$ cat config.mk
export PLATFORM = sky130hd
export DESIGN_NAME = alu_exec_ctrl
export DESIGN_NICKNAME = d
export VERILOG_FILES = /design/src/rtl/alu_exec_ctrl.sv
export SDC_FILE = /design/constraint.sdc
export NUM_CORES = 1
export LEC_CHECK = 0
export CAP_MARGIN = 20
export CORE_ASPECT_RATIO = 1.75
export CORE_MARGIN = 2
export CORE_UTILIZATION = 35
export CTS_CLUSTER_DIAMETER = 150
export DETAILED_ROUTE_END_ITERATION = 16
export GPL_ROUTABILITY_DRIVEN = 0
export PLACE_DENSITY = 0.65
export SLEW_MARGIN = 25
export SYNTH_ARGS = -nofsm -noshare
export SYNTH_HDL_FRONTEND = slang
export SYNTH_SLANG_ARGS = --single-unit
$ cat constraint.sdc
create_clock -name clk -period 3.7 [get_ports clk]
set_input_delay 0.74 -clock clk [delete_from_list [all_inputs] [get_ports clk]]
set_output_delay 0.74 -clock clk [all_outputs]
set_load 0.1 [all_outputs]
$ cat src/rtl/alu_exec_ctrl.sv
// alu_exec_ctrl: multi-cycle execution sequencer between the decoder and the 16-bit ALU/register file
// Ports:
//   clk, rst_n                      clock (rising edge), asynchronous active-low reset
//   req_valid/req_ready             instruction handshake; req_op/rdest/rsrc/use_imm/imm/imm_signed/shamt fields
//   rf_raddr_a/b, rf_rdata_a/b      register-file read ports (combinational read data)
//   rf_we/rf_waddr/rf_wdata         register-file write port
//   alu_rdest/alu_rsrc/alu_op       ALU operands and opcode, meaningful in EXEC only
//   alu_out/alu_flags               ALU result and flags {N,Z,F,L,C}
//   psr                             processor status register {N,Z,F,L,C}
//   busy/done/err                   in-flight flag, completion pulse, illegal-opcode pulse
module alu_exec_ctrl #(
    parameter int DW = 16,
    parameter int AW = 4
) (
    input  logic          clk,
    input  logic          rst_n,
    input  logic          req_valid,
    output logic          req_ready,
    input  logic [4:0]    req_op,
    input  logic [AW-1:0] req_rdest,
    input  logic [AW-1:0] req_rsrc,
    input  logic          req_use_imm,
    input  logic [7:0]    req_imm,
    input  logic          req_imm_signed,
    input  logic [3:0]    req_shamt,
    output logic [AW-1:0] rf_raddr_a,
    output logic [AW-1:0] rf_raddr_b,
    input  logic [DW-1:0] rf_rdata_a,
    input  logic [DW-1:0] rf_rdata_b,
    output logic          rf_we,
    output logic [AW-1:0] rf_waddr,
    output logic [DW-1:0] rf_wdata,
    output logic [DW-1:0] alu_rdest,
    output logic [DW-1:0] alu_rsrc,
    output logic [4:0]    alu_op,
    input  logic [DW-1:0] alu_out,
    input  logic [4:0]    alu_flags,
    output logic [4:0]    psr,
    output logic          busy,
    output logic          done,
    output logic          err
);
    typedef enum logic [1:0] {IDLE, FETCH, EXEC, WB} state_t;
    state_t state, state_nx;
    logic [4:0]    op;
    logic [AW-1:0] rdest, rsrc;
    logic          use_imm, imm_signed;
    logic [7:0]    imm;
    logic [3:0]    shamt, cnt;
    logic [DW-1:0] res, imm_ext;
    logic [4:0]    flg;
    logic          is_shift, is_legal;
    assign is_shift   = op inside {5'd7, 5'd8, 5'd9};
    assign is_legal   = op <= 5'd9;
    assign imm_ext    = imm_signed ? {{(DW-8){imm[7]}}, imm} : {{(DW-8){1'b0}}, imm};
    assign rf_raddr_a = rdest;
    assign rf_raddr_b = rsrc;
    assign rf_waddr   = rdest;
    assign rf_wdata   = res;
    always_ff @(posedge clk or negedge rst_n) begin
        if (!rst_n) state <= IDLE;
        else        state <= state_nx;
    end
    always_comb begin
        state_nx  = state;
        req_ready = 1'b0;
        done      = 1'b0;
        err       = 1'b0;
        rf_we     = 1'b0;
        busy      = state != IDLE;
        case (state)
            IDLE: begin
                req_ready = 1'b1;
                if (req_valid) state_nx = FETCH;
            end
            FETCH: state_nx = EXEC;
            // shamt of 0 or 1 both leave after a single EXEC cycle
            EXEC: if (!is_shift || cnt <= 4'd1) state_nx = WB;
            WB: begin
                done     = 1'b1;
                err      = !is_legal;
                rf_we    = is_legal && op != 5'd2;
                state_nx = IDLE;
            end
            default: state_nx = IDLE;
        endcase
    end
    // alu_rsrc doubles as the shift accumulator, so the ALU operands hold outside EXEC
    always_ff @(posedge clk or negedge rst_n) begin
        if (!rst_n) begin
            op         <= '0;
            rdest      <= '0;
            rsrc       <= '0;
            use_imm    <= 1'b0;
            imm        <= '0;
            imm_signed <= 1'b0;
            shamt      <= '0;
            cnt        <= '0;
            res        <= '0;
            flg        <= '0;
            alu_rdest  <= '0;
            alu_rsrc   <= '0;
            alu_op     <= '0;
            psr        <= '0;
        end else begin
            case (state)
                IDLE: if (req_valid) begin
                    op         <= req_op;
                    rdest      <= req_rdest;
                    rsrc       <= req_rsrc;
                    use_imm    <= req_use_imm;
                    imm        <= req_imm;
                    imm_signed <= req_imm_signed;
                    shamt      <= req_shamt;
                end
                FETCH: begin
                    alu_rdest <= rf_rdata_a;
                    alu_rsrc  <= use_imm ? imm_ext : rf_rdata_b;
                    alu_op    <= op;
                    cnt       <= shamt;
                end
                EXEC: if (is_shift) begin
                    if (cnt == 4'd0) res <= alu_rsrc;
                    else begin
                        alu_rsrc <= alu_out;
                        res      <= alu_out;
                        cnt      <= cnt - 4'd1;
                    end
                end else begin
                    res <= alu_out;
                    flg <= alu_flags;
                end
                WB: begin
                    if (op <= 5'd1) psr <= flg;
                    else if (op == 5'd2) psr <= {flg[4], flg[3], psr[2], flg[1], psr[0]};
                end
                default: ;
            endcase
        end
    end
endmodule

Word-level counts from Yosys, hierarchy flattened

Index checks and enable logic that the tools add are counted.

Flip-flop bits (word level): 96
Word-level logic and storage cells: 68
Output and inout bits: 75
Input bits: 83

Magnitude comparators: 3
Bitwise logic cells: 1
Reduce and logical (&&, ||, !) cells: 17
Add/subtract/negate cells: 1
Equal/unequal tests: 12
Multiplexer cells: 18

Operator list:

| operator                                                        | count |
|---|---|
| 2-to-1 mux 16 bit                                               | 5 |
| case mux 16 bit (2 select lines)                                | 1 |
| AND reduction 2 bit                                             | 6 |
| == test 5 x 4 -> 1 bit (second input constant)                  | 2 |
| 2-to-1 mux 5 bit                                                | 2 |
| 2-to-1 mux 4 bit                                                | 2 |
| inequality test 2 bit (second input constant)                   | 4 |
| case mux 2 bit (4 select lines)                                 | 1 |
| case mux 4 bit (2 select lines)                                 | 1 |
| nonzero test 2 bit                                              | 3 |
| == test 5 x 2 -> 1 bit (second input constant)                  | 1 |
| == test 5 x 3 -> 1 bit (second input constant)                  | 1 |
| less-or-equal comparator 5 x 1 -> 1 bit (second input constant) | 1 |
| less-or-equal comparator 5 x 4 -> 1 bit (second input constant) | 1 |
| inequality test 5 x 2 -> 1 bit (second input constant)          | 1 |
| == test 2 bit (second input constant)                           | 2 |
| less-or-equal comparator 4 x 1 -> 1 bit (second input constant) | 1 |
| logical NOT 4 bit                                               | 1 |
| 2-to-1 mux 1 bit                                                | 4 |
| 2-to-1 mux 2 bit                                                | 2 |
| subtractor 4 x 1 -> 4 bit (second input constant)               | 1 |
| AND reduction 3 bit                                             | 1 |
| nonzero test 3 bit                                              | 1 |
| == test 2 x 1 -> 1 bit (second input constant)                  | 1 |
| other kinds (5)                                                 | 6 |

Logic depth before layout (Yosys ltp)

Gate-level depths: netlist (run 1).

Depth in word-level cells: 6
Gate-level depth with buffers: 8
Depth with buffers taken out: 6

Worst setup path before layout (run 1)

Ideal clock, no wire load.

Path type: register to output
Start: register state[0]
End: output port rf_we
Buffers on the path: 0
Slack: 90 ps
Required time: 2960 ps
Arrival time: 2870 ps
Cell stages (with the launch flop): 4
Path through: dfrtp_1 > ha_1 > nand2b_1 > a21oi_1

Word-level cells in the longest chain between the ends: 2

RTL lines:

| element                | RTL line | RTL |
|---|---|---|
| from (decl)            | 44       | `state_t state, state_nx;` |
| from (signal assigned) | 62       | `else state <= state_nx;` |
| == test 2 bit          | 71       | `case (state)` |
| 2-to-1 mux 1 bit       | 71       |  |
| to (decl)              | 30       | `output logic rf_we,` |

Every way passes these cells.

Final worst setup path (run 1)

Start: register op[2]
End: output port err

Word-level cells in the longest chain between the ends: 3

RTL lines:

| element                                 | RTL line | RTL |
|---|---|---|
| from (decl)                             | 45       | `logic [4:0] op;` |
| from (signal assigned)                  | 108      | `op <= req_op;` |
| less-or-equal comparator 5 x 4 -> 1 bit | 54       | `assign is_legal = op <= 5'd9;` |
| logical NOT 1 bit                       | 81       | `err = !is_legal;` |
| 2-to-1 mux 1 bit                        | 71       |  |
| to (decl)                               | 41       | `output logic err` |

Every way passes these cells.

==> results of run 1 <==
-- critical path, delay by kind of cell, from the launching register on --
family	cells	cell delay (ps)
buf+inv	1	1150
flops	1	430
simple gates	2	340
compound gates	1	70
-- metrics by stage --
| step | hold slack (ps) | cell area, um2 | worst slack [ps] | std cells |
|---|---|---|---|---|
| after global routing | 519.3 | 6387 | 546.0 | 673 |
| final | 503.2 | 6387 | 644.7 | 673 |
| after detailed placement | 489.2 | 6100 | 1001 | 658 |
| after CTS | 505.9 | 6387 | 620.2 | 673 |
| after global placement | 481.9 | 6100 | 1017 | 658 |
| after floorplan | 444.4 | 4383 | 90.31 | 350 |
-- synthesized netlist by cell type --
library cell                instances
sky130_fd_sc_hd__a2111o_1           1
sky130_fd_sc_hd__a211oi_1           2
sky130_fd_sc_hd__a211oi_4           1
sky130_fd_sc_hd__a21bo_1            1
sky130_fd_sc_hd__a21boi_0           1
sky130_fd_sc_hd__a21boi_1           1
sky130_fd_sc_hd__a21oi_1           23
sky130_fd_sc_hd__a2bb2oi_1         15
sky130_fd_sc_hd__a31oi_1            1
sky130_fd_sc_hd__a32o_1             7
sky130_fd_sc_hd__a32oi_1            1
sky130_fd_sc_hd__buf_1              3
sky130_fd_sc_hd__buf_2              2
sky130_fd_sc_hd__buf_4              4
sky130_fd_sc_hd__buf_6              1
sky130_fd_sc_hd__buf_8              1
sky130_fd_sc_hd__clkbuf_1          13
sky130_fd_sc_hd__dfrtp_1           96
sky130_fd_sc_hd__ha_1               6
sky130_fd_sc_hd__inv_1              6
sky130_fd_sc_hd__mux2_2            67
sky130_fd_sc_hd__mux2i_1           17
sky130_fd_sc_hd__nand2_1           17
sky130_fd_sc_hd__nand2b_1          10
sky130_fd_sc_hd__nand3_1            4
sky130_fd_sc_hd__nand3b_1           1
sky130_fd_sc_hd__nand4_1            1
sky130_fd_sc_hd__nand4b_1           1
sky130_fd_sc_hd__nor2_1            20
sky130_fd_sc_hd__nor2b_1            2
sky130_fd_sc_hd__nor3_1             1
sky130_fd_sc_hd__nor3b_1            1
sky130_fd_sc_hd__o21ai_0            3
sky130_fd_sc_hd__o21bai_1           1
sky130_fd_sc_hd__o221a_1            1
sky130_fd_sc_hd__o221ai_1           1
sky130_fd_sc_hd__o22a_1             1
sky130_fd_sc_hd__o22ai_1            8
sky130_fd_sc_hd__o2bb2a_1           1
sky130_fd_sc_hd__or2_2              1
sky130_fd_sc_hd__or2b_1             1
sky130_fd_sc_hd__or3_1              1
sky130_fd_sc_hd__or3b_1             1
sky130_fd_sc_hd__or3b_4             1
sky130_fd_sc_hd__xnor2_1            1
-- state kept, by name, summed over array words and instances (netlist names), 2 cells and up --
name and flops:
alu_rdest 16, alu_rsrc 16, op 5, state 2
rf_raddr_b 4, imm 8, flg 5, shamt 4
rf_wdata 16, cnt 4, rf_raddr_a 4, alu_op 5
psr 5
-- metal layers --
| layer | up-vias | wire [um] | track usage (%) |
|---|---|---|---|
| li1 | 1562 | - | - |
| met5 | - | 0 | 0 |
| met3 | 15 | 456 | 2.988 |
| met2 | 95 | 6611 | 32.47 |
| met1 | 1677 | 4473 | 21.46 |
| met4 | 0 | 247 | 5.988 |
-- worst max path at each step --
stage	from	to	slack [ps]
after detailed placement	op[2]$_DFFE_PN0P_	err	1000
after global placement	op[2]$_DFFE_PN0P_	err	1020
final	op[2]$_DFFE_PN0P_	err	640
after global routing	op[2]$_DFFE_PN0P_	err	550
after floorplan	state[0]$_DFFE_PN0P_	rf_we	90
after CTS	op[2]$_DFFE_PN0P_	err	620
-- cell type report --
cell class / count / area, um2
multi-input cells: 224 / 1841
clock buffers: 10 / 229.0
clock inverters: 5 / 58.81
flip-flops and latches: 96 / 2402
well taps: 168 / 210.2
inverters: 6 / 22.52
fillers: 1103 / 5977
repair buffers: 164 / 1624
-- logic make-up (layout without fill, tap and decap cells) --
kind of cell    after synthesis  count (layout)
mux                          84              84
flops                        96              96
compound gates               70              70
fa+ha+maj                     6               6
buf+inv                      30             185
xor+xnor                      1               1
simple gates                 63              63
==> PnR_summary.wiki, run 1 <==
{| class="wikitable"
! Metric !! Value
|-
| Worst EP arrival || 2320 ps
|-
| Final clock skew || 6.943 ps
|-
| Number of antenna violations at the first check in global routing || 0
|-
| Number of clock sinks || 96
|-
| Slew at the pin with the worst max-slew slack || 1037 ps
|-
| DRT antenna net count || 0
|-
| Clock Pin Slew Worst Setup and Hold Paths || 70 ps
|-
| Quantity of gates resized following cts || 0
|-
| XOR/XNOR Fraction of Synth Area || 0.1998%
|-
| Highest achievable clock rate || 0.3273 GHz
|-
| CTS tree || yes
|-
| Vertical extent of the die || 152.0 um
|-
| Ordered list of cells on the worst path || or2_2, a21oi_1, nor2b_1, clkdlybuf4s50_1
|-
| Crit path capture type || primary output
|-
| Nets@finish || 590
|-
| Initial cell density of the core || 35.45%
|-
| Run status || completed
|-
| TritonRoute pass-1 iters || 5
|-
| Unrepaired setup endpoints after global routing || no
|-
| CP max stage cell || sky130_fd_sc_hd__clkdlybuf4s50_1
|-
| Mean instance size in the synthesized netlist || 12.52 um2
|-
| Final Slew Violations || 0
|-
| Pin count of the biggest net entering global routing || 67
|-
| CTS Buffer Depth || 2
|-
| Final Cycle Share || 82.58%
|-
| Iteration-0 DRC Markers || 165
|-
| Final hold violation count || 0
|-
| Total nets after synthesis || 439
|-
| Total Routed Length || 11.79 mm
|-
| Main combinational cell family by area after synthesis || multiplexers
|-
| Highest-count cells in the layout ignoring fill and taps || sky130_fd_sc_hd__clkdlybuf4s50_1 (152), sky130_fd_sc_hd__dfrtp_1 (96), sky130_fd_sc_hd__mux2_2 (67), sky130_fd_sc_hd__a21oi_1 (23), sky130_fd_sc_hd__nor2_1 (20)
|-
| Area enclosed by the die boundary || 13470 um2
|-
| Final-layout setup total negative slack || 0 ps
|-
| Count of inserted antenna diode cells || 0
|-
| Max Cap Violations || 0
|-
| Final global-route overflow total || 0
|-
| Most frequent standard cell in the layout excluding fill and tap cells || sky130_fd_sc_hd__clkdlybuf4s50_1
|-
| Util after Layout || 51.66%
|-
| Detailed-placement wirelength estimate || 8.426 mm
|-
| Total DRC errors in the routed layout || 0
|-
| CP Max Fanout || 7
|-
| Worst reg2reg endpoint || cnt[1]$_DFFE_PN0P_
|-
| Hold Crit Class || flip-flop to flip-flop
|-
| # hold bufs at CTS || 0
|-
| Vias per cell || 4.976
|-
| Worst hold path cell count || 1
|-
| Critical hold path startpoint || imm[2]$_DFFE_PN0P_
|-
| Yosys reg bits || 96
|-
| Yosys cell types || 45
|-
| Crit path kind || flip-flop to primary output
|-
| Core region area || 12360 um2
|-
| Clock latency on the worst-skew pair || 330 ps
|-
| Worst endpoint required time || 2960 ps
|-
| Total global routing track utilization || 18.15%
|-
| Share of the synthesized area in compound gates (AO/OA/AOI/OAI) || 11.73%
|-
| Post-CTS Setup Bufs || 0
|-
| Count of mapped cells out of synthesis || 350
|-
| Multiplexer share of the synthesized area || 21.10%
|-
| Largest stage delay on the critical path || 1150 ps
|-
| Die width || 88.59 um
|-
| Overall via count from detail_route || 3349
|-
| Top post-synthesis cells by area || sky130_fd_sc_hd__dfrtp_1 (55%), sky130_fd_sc_hd__mux2_2 (17%), sky130_fd_sc_hd__mux2i_1 (3.9%)
|-
| Worst max-slew margin expressed relative to the limit || 30.64%
|-
| Hold EP || imm[2]$_DFFE_PN0P_
|-
| Area share of and/or/nand/nor cells after synthesis || 7.051%
|-
| Adder and majority cell fraction of the synthesized area || 1.713%
|-
| Port-buffer cells || 157
|-
| Routed WL per cell || 17.52 um
|-
| Worst r2r path cells || 6
|-
| Top-level port count || 158
|-
| Library cell with the largest summed area after synthesis || sky130_fd_sc_hd__dfrtp_1
|-
| Sort of element at the start of the critical path || flip-flop
|-
| Synth Warn # || 0
|-
| Final Setup Violations || 0
|-
| CTS buffer count || 9
|-
| Area growth syn-to-layout || 45.73%
|-
| Number of H-tree levels || 3
|-
| Share of cells above drive strength 1 || 19.41%
|-
| Vias in the first global route || 3493
|-
| Number of placement rows || 54
|-
| Worst r2r src || cnt[0]$_DFFE_PN0P_
|-
| First-pass GRT wire length || 18.76 mm
|-
| Share of the yosys chip area belonging to registers || 54.81%
|-
| Mapped Area || 4383 um2
|-
| Final critical path time including I/O delays and setup || 3055 ps
|-
| Share of the synthesized area in the top cell type || 54.81%
|-
| Root Buffer || sky130_fd_sc_hd__clkbuf_16
|-
| Setup slack of the most critical reg-to-reg path || 990 ps
|}
Power of run 1 is left out: the tool's default activity adds up to more than one toggle a clock period on the data nets, which glitch-free logic cannot reach.
==> inputs of run 2 (changes only) <==
==> constraint.sdc (replaced) <==
create_clock -name clk -period 3.1 [get_ports clk]
set_input_delay 0.62 -clock clk [delete_from_list [all_inputs] [get_ports clk]]
set_output_delay 0.62 -clock clk [all_outputs]
set_load 0.1 [all_outputs]
==> PnR_summary.wiki, run 2 (same netlist as run 1, synthesis figures left out) <==
{| class="wikitable"
! Metric !! Value
|-
| Slew at the pin with the worst max-slew slack || 909.5 ps (-127.6 ps)
|-
| Highest-count cells in the layout ignoring fill and taps || sky130_fd_sc_hd__dfrtp_1 (96), sky130_fd_sc_hd__clkdlybuf4s50_1 (81), sky130_fd_sc_hd__buf_4 (81), sky130_fd_sc_hd__mux2_2 (67), sky130_fd_sc_hd__a21oi_1 (22)
|-
| Number of placement rows || 54 (unchanged)
|-
| Hold Crit Class || input port to asynchronous set/reset pin
|-
| Post-CTS Setup Bufs || 0 (unchanged)
|-
| Root Buffer || sky130_fd_sc_hd__clkbuf_16
|-
| Final critical path time including I/O delays and setup || 2721 ps
|-
| Vias in the first global route || 3572 (+2.3%)
|-
| Ordered list of cells on the worst path || inv_1, ha_1, or3b_1, nand2_1, a21boi_1, o221a_1
|-
| Worst max-slew margin expressed relative to the limit || 39.24% (+8.6 points)
|-
| Post-route standard cell area excluding fillers || 6246 um2 (-2.2%)
|-
| Worst hold slack after final layout || 293.3 ps (-209.9 ps)
|-
| Port-buffer cells || 157 (unchanged)
|-
| First-pass GRT wire length || 18.79 mm (+0.14%)
|-
| Number of H-tree levels || 3 (unchanged)
|-
| Core region area || 12360 um2 (unchanged)
|-
| Unrepaired setup endpoints after global routing || no
|-
| Highest achievable clock rate || 0.3675 GHz
|-
| Sort of element at the start of the critical path || flip-flop
|-
| Buffers & Inverters on Critical Path || 1 (unchanged)
|-
| Total DRC errors in the routed layout || 0 (unchanged)
|-
| Top-level port count || 158 (unchanged)
|-
| Total global routing track utilization || 18.14% (about the same)
|-
| Largest stage delay on the critical path || 810 ps (-340 ps)
|-
| Nets@finish || 590 (unchanged)
|-
| Worst EP arrival || 3000 ps (+680 ps)
|-
| Total Routed Length || 11.61 mm (-1.5%)
|-
| Area enclosed by the die boundary || 13470 um2 (unchanged)
|-
| Number of antenna violations at the first check in global routing || 1 (+1)
|-
| Clock Pin Slew Worst Setup and Hold Paths || 70 ps (about the same)
|-
| Crit path kind || flip-flop to flip-flop
|-
| Die width || 88.59 um (unchanged)
|-
| Quantity of gates resized following cts || 0 (unchanged)
|-
| CP Max Fanout || 11 (+4)
|-
| CTS buffer count || 9 (unchanged)
|-
| CP max stage cell || sky130_fd_sc_hd__a21boi_1
|-
| Final-layout setup total negative slack || 0 ps (unchanged)
|-
| Final Setup Violations || 0 (unchanged)
|-
| Area after DPL || 5941 um2 (-2.6%)
|-
| TritonRoute pass-1 iters || 4 (-1)
|-
| Vertical extent of the die || 152.0 um (unchanged)
|-
| Final global-route overflow total || 0 (unchanged)
|-
| Final clock skew || 9.304 ps (+2.360 ps)
|-
| Iteration-0 DRC Markers || 161 (-2.4%)
|-
| Vias per cell || 4.964 (-0.24%)
|-
| Top Family by Delay on Critical Path || compound AO/OA/AOI/OAI gates
|-
| Run status || completed
|-
| Routed WL per cell || 17.20 um (-1.8%)
|-
| DRT antenna net count || 0 (unchanged)
|-
| Initial cell density of the core || 35.45% (unchanged)
|-
| Max Cap Violations || 0 (unchanged)
|-
| CTS Buffer Depth || 2 (unchanged)
|-
| Final hold violation count || 0 (unchanged)
|-
| Area growth syn-to-layout || 42.51%
|-
| Crit path capture type || flip-flop
|-
| Number of clock sinks || 96 (unchanged)
|-
| Final Cycle Share || 87.77%
|-
| Detailed-placement wirelength estimate || 8.486 mm (+0.71%)
|-
| Pin count of the biggest net entering global routing || 52 (-22%)
|-
| Worst endpoint required time || 3380 ps (+420 ps)
|-
| Most frequent standard cell in the layout excluding fill and tap cells || sky130_fd_sc_hd__dfrtp_1
|-
| Clock latency on the worst-skew pair || 340 ps (about the same)
|-
| # hold bufs at CTS || 0 (unchanged)
|-
| Util after Layout || 50.52% (-1.1 points)
|-
| Final Slew Violations || 0 (unchanged)
|-
| Share of cells above drive strength 1 || 34.19% (+15 points)
|-
| CTS tree || yes
|-
| Overall via count from detail_route || 3351 (+0.060%)
|-
| Fillers || 1151 (+4.4%)
|}
-- run 2: cell types whose count changed in the layout (fill, tap and decap cells not counted), sizes merged --
cell           change
diode              +1
clkbuf             -1
buf               +71
clkinvlp           -1
inv                +3
clkdlybuf4s50     -71
-- run 2: final timing paths --
kind,from,to,slack [ps],cells past startpoint
max,cnt[0]$_DFFE_PN0P_,cnt[1]$_DFFE_PN0P_,380,6
min,rst_n,flg[3]$_DFFE_PN0P_,290,1
max reg2reg,cnt[0]$_DFFE_PN0P_,cnt[1]$_DFFE_PN0P_,380,6
min reg2reg,flg[3]$_DFFE_PN0P_,flg[3]$_DFFE_PN0P_,500,1
max in group asynchronous,rst_n,rf_raddr_a[0]$_DFFE_PN0P_,2100,2
min in group clk,flg[3]$_DFFE_PN0P_,flg[3]$_DFFE_PN0P_,500,1
-- run 2: stage by stage --
| step | instances | setup slack, ps |
|---|---|---|
| after floorplan | 350 | 207.7 |
| after global placement | 658 | 487.3 |
| after detailed placement | 658 | 389.2 |
| after CTS | 674 | 353.3 |
| after global routing | 675 | 91.86 |
| final | 675 | 379.0 |
-- run 2: cell type report --
class	count	area, um2	area share (%)
clock inverters	7	77.57	1.242
well taps	168	210.2	3.365
diodes	1	2.502	0.04006
repair buffers	164	1459	23.36
clock buffers	9	225.2	3.606
flip-flops and latches	96	2402	38.46
multi-input cells	224	1847	29.57
inverters	6	22.52	0.3606
-- run 2: routing by layer --
metal	vias to the layer above	wire, um	global-route usage [%]
li1	1567	-	-
met1	1663	4331	20.32
met2	99	6470	31.90
met3	22	460	3.422
met4	0	349	8.802
met5	-	0	0
Power of run 2 is left out for the same reason.
==> variant (config.mk and constraints of run 2) <==
Change the parameter `AW` from 4 to 5.
--- a/src/rtl/alu_exec_ctrl.sv
+++ b/src/rtl/alu_exec_ctrl.sv
@@ -10,7 +10,7 @@
 //   busy/done/err                   in-flight flag, completion pulse, illegal-opcode pulse
 module alu_exec_ctrl #(
     parameter int DW = 16,
-    parameter int AW = 4
+    parameter int AW = 5
 ) (
     input  logic          clk,
     input  logic          rst_n,
Interface: changed (5 resized); port bits go from 158 to 163. No check against the original RTL was run, so the function may have changed too.
==> variant against run 2 <==
- final area rose by 2.8%
- register-to-register slack improved by 510 ps
- count of clock-buffer cells in the layout increased by 2
- sequential cell count increased by 2
- worst setup slack improved by 490 ps
- synthesized area up 3.4%
- critical path type is now flip-flop to primary output
- wire length up 4.6%
Power is not shown: default switching activity piles up to over one toggle a cycle in this logic, so the estimate is an artifact.
==> variant: results (changes against run 2) <==
Global routing
  • Total Routing Usage GR: 17.6% (was 18.1%)
  • Vias in the first global route: 3678 (was 3572)
  • Largest net degree at the start of global routing: 60 (was 52)
  • Initial antenna violation count: 0 (was 1)
  • First-pass GRT wire length: 19200 microns (was 18800 microns)

Synth
  • Synth Area in Adders: 1.66% (was 1.71%)
  • FFs w/ async S/R, synth: 100% (unchanged)
  • Synth Instances: 378 (was 350)
  • Distinct cells, synth: 42 (was 45)
  • Primary FF master, synth: dfrtp_1 (unchanged)
  • Compound-gate portion of the synthesized area: 12.0% (was 11.7%)
  • Most frequent cells after synthesis: dfrtp_1, mux2_2, a21oi_1 (unchanged)
  • Largest family of logic cells by synthesized area: multiplexers (unchanged)
  • Xor/xnor cell area share of the yosys netlist: 0.193% (was 0.200%)
  • Proportion of synthesized area in mux cells: 21.1% (about the same)
  • Register area share after synthesis: 54.1% (was 54.8%)
  • Area contributors post-synth: dfrtp_1, mux2_2, mux2i_1, a21oi_1, o22ai_1 (was dfrtp_1, mux2_2, mux2i_1, a2bb2oi_1, a21oi_1)
  • Post-synth net total: 469 (was 439)

Worst setup path
  • CP Launch Point: op[2] (was cnt[0])
  • Reg2reg setup slack: 890 ps (was 380 ps)
  • Slowest stage delay, CP: 440 ps (was 810 ps)
  • CP max-delay cell: dfrtp_1 (was a21boi_1)
  • Crit path DAT: 1610 ps (was 3000 ps)
  • Cells on worst reg2reg path: 7 (was 6)
  • Critical path peak fanout: 8 (was 11)
  • Reg2reg end: rf_wdata[10] (was cnt[1])
  • Top delay family on crit path: flip-flops (was compound AO/OA/AOI/OAI gates)

Clocking
  • Clock buffer depth: 2 (unchanged)
  • Num CTS Buffers: 9 (unchanged)
  • Post-CTS sizing: 0 (unchanged)
  • H-tree lvl count: 3 (unchanged)
  • Hold_buf cts: 0 (unchanged)
  • Skew-Pair Late Insertion Delay: 340 ps (about the same)

Status
  • Status: finished clean (unchanged)

Route
  • Routed length per instance: 17.2 microns (about the same)
  • Routed vias/inst: 4.99 (was 4.96)
  • Iteration-0 DRC Markers: 132 (was 161)
  • Vias: 3524 (was 3351)
  • First-pass iteration count of the detailed router: 4 (unchanged)

Placement
  • Placed inst area: 0.00611 sq mm (was 0.00594 sq mm)
  • Post-Place Cells: 690 (was 658)
  • Hpwl dp: 8990 microns (was 8490 microns)
  • # port buffers: 162 (was 157)
  • Place WS: 912 ps (was 389 ps)

Layout
  • Layout cells sized above 1: 32.9% (was 34.2%)
  • Diodes inserted: 0 (was 1)
  • P&R area growth vs syn: 41.6% (was 42.5%)
  • Filler Cells Inserted: 1211 (was 1151)
  • Final net count: 621 (was 590)

Timing
  • Worst Max-Slew Pin Slew: 770 ps (was 910 ps)
  • Hold WS: 339 ps (was 293 ps)
  • Skew final: 9.23 ps (was 9.30 ps)

Min path
  • Hold Path Class: input port to async pin (unchanged)
## variant: metal layers
layer | part of all wire (%) | wire length [microns] | vias up | global-route usage [%]
li1 | - | - | 1663 | -
met1 | 37 | 4490 | 1738 | 19.5
met2 | 56 | 6760 | 98 | 31.9
met3 | 3.9 | 468 | 25 | 3.02
met4 | 3.4 | 418 | 0 | 9.16
met5 | 0 | 0 | - | 0
## variant: cell type report
type,instances,share of cell area (%)
well taps,171,3.33
flip-flops and latches,98,38.2
repair buffers,170,23.3
inverters,7,0.409
clock inverters,5,0.955
clock buffers,11,3.78
multi-input cells,244,30.0
## variant: cell families after synthesis
kind of cell,Yosys count
buf+inv,36
compound gates,84
flops,98
fa+ha+maj,6
simple gates,66
mux,87
xor+xnor,1
## variant: worst max path at each step
stage,endpoint,slack [ps]
finish,err,870
CTS,err,850
floorplan,rf_we,210
global route,rf_wdata[10],740
global placement,rf_wdata[5],950
detailed placement,rf_wdata[4],910
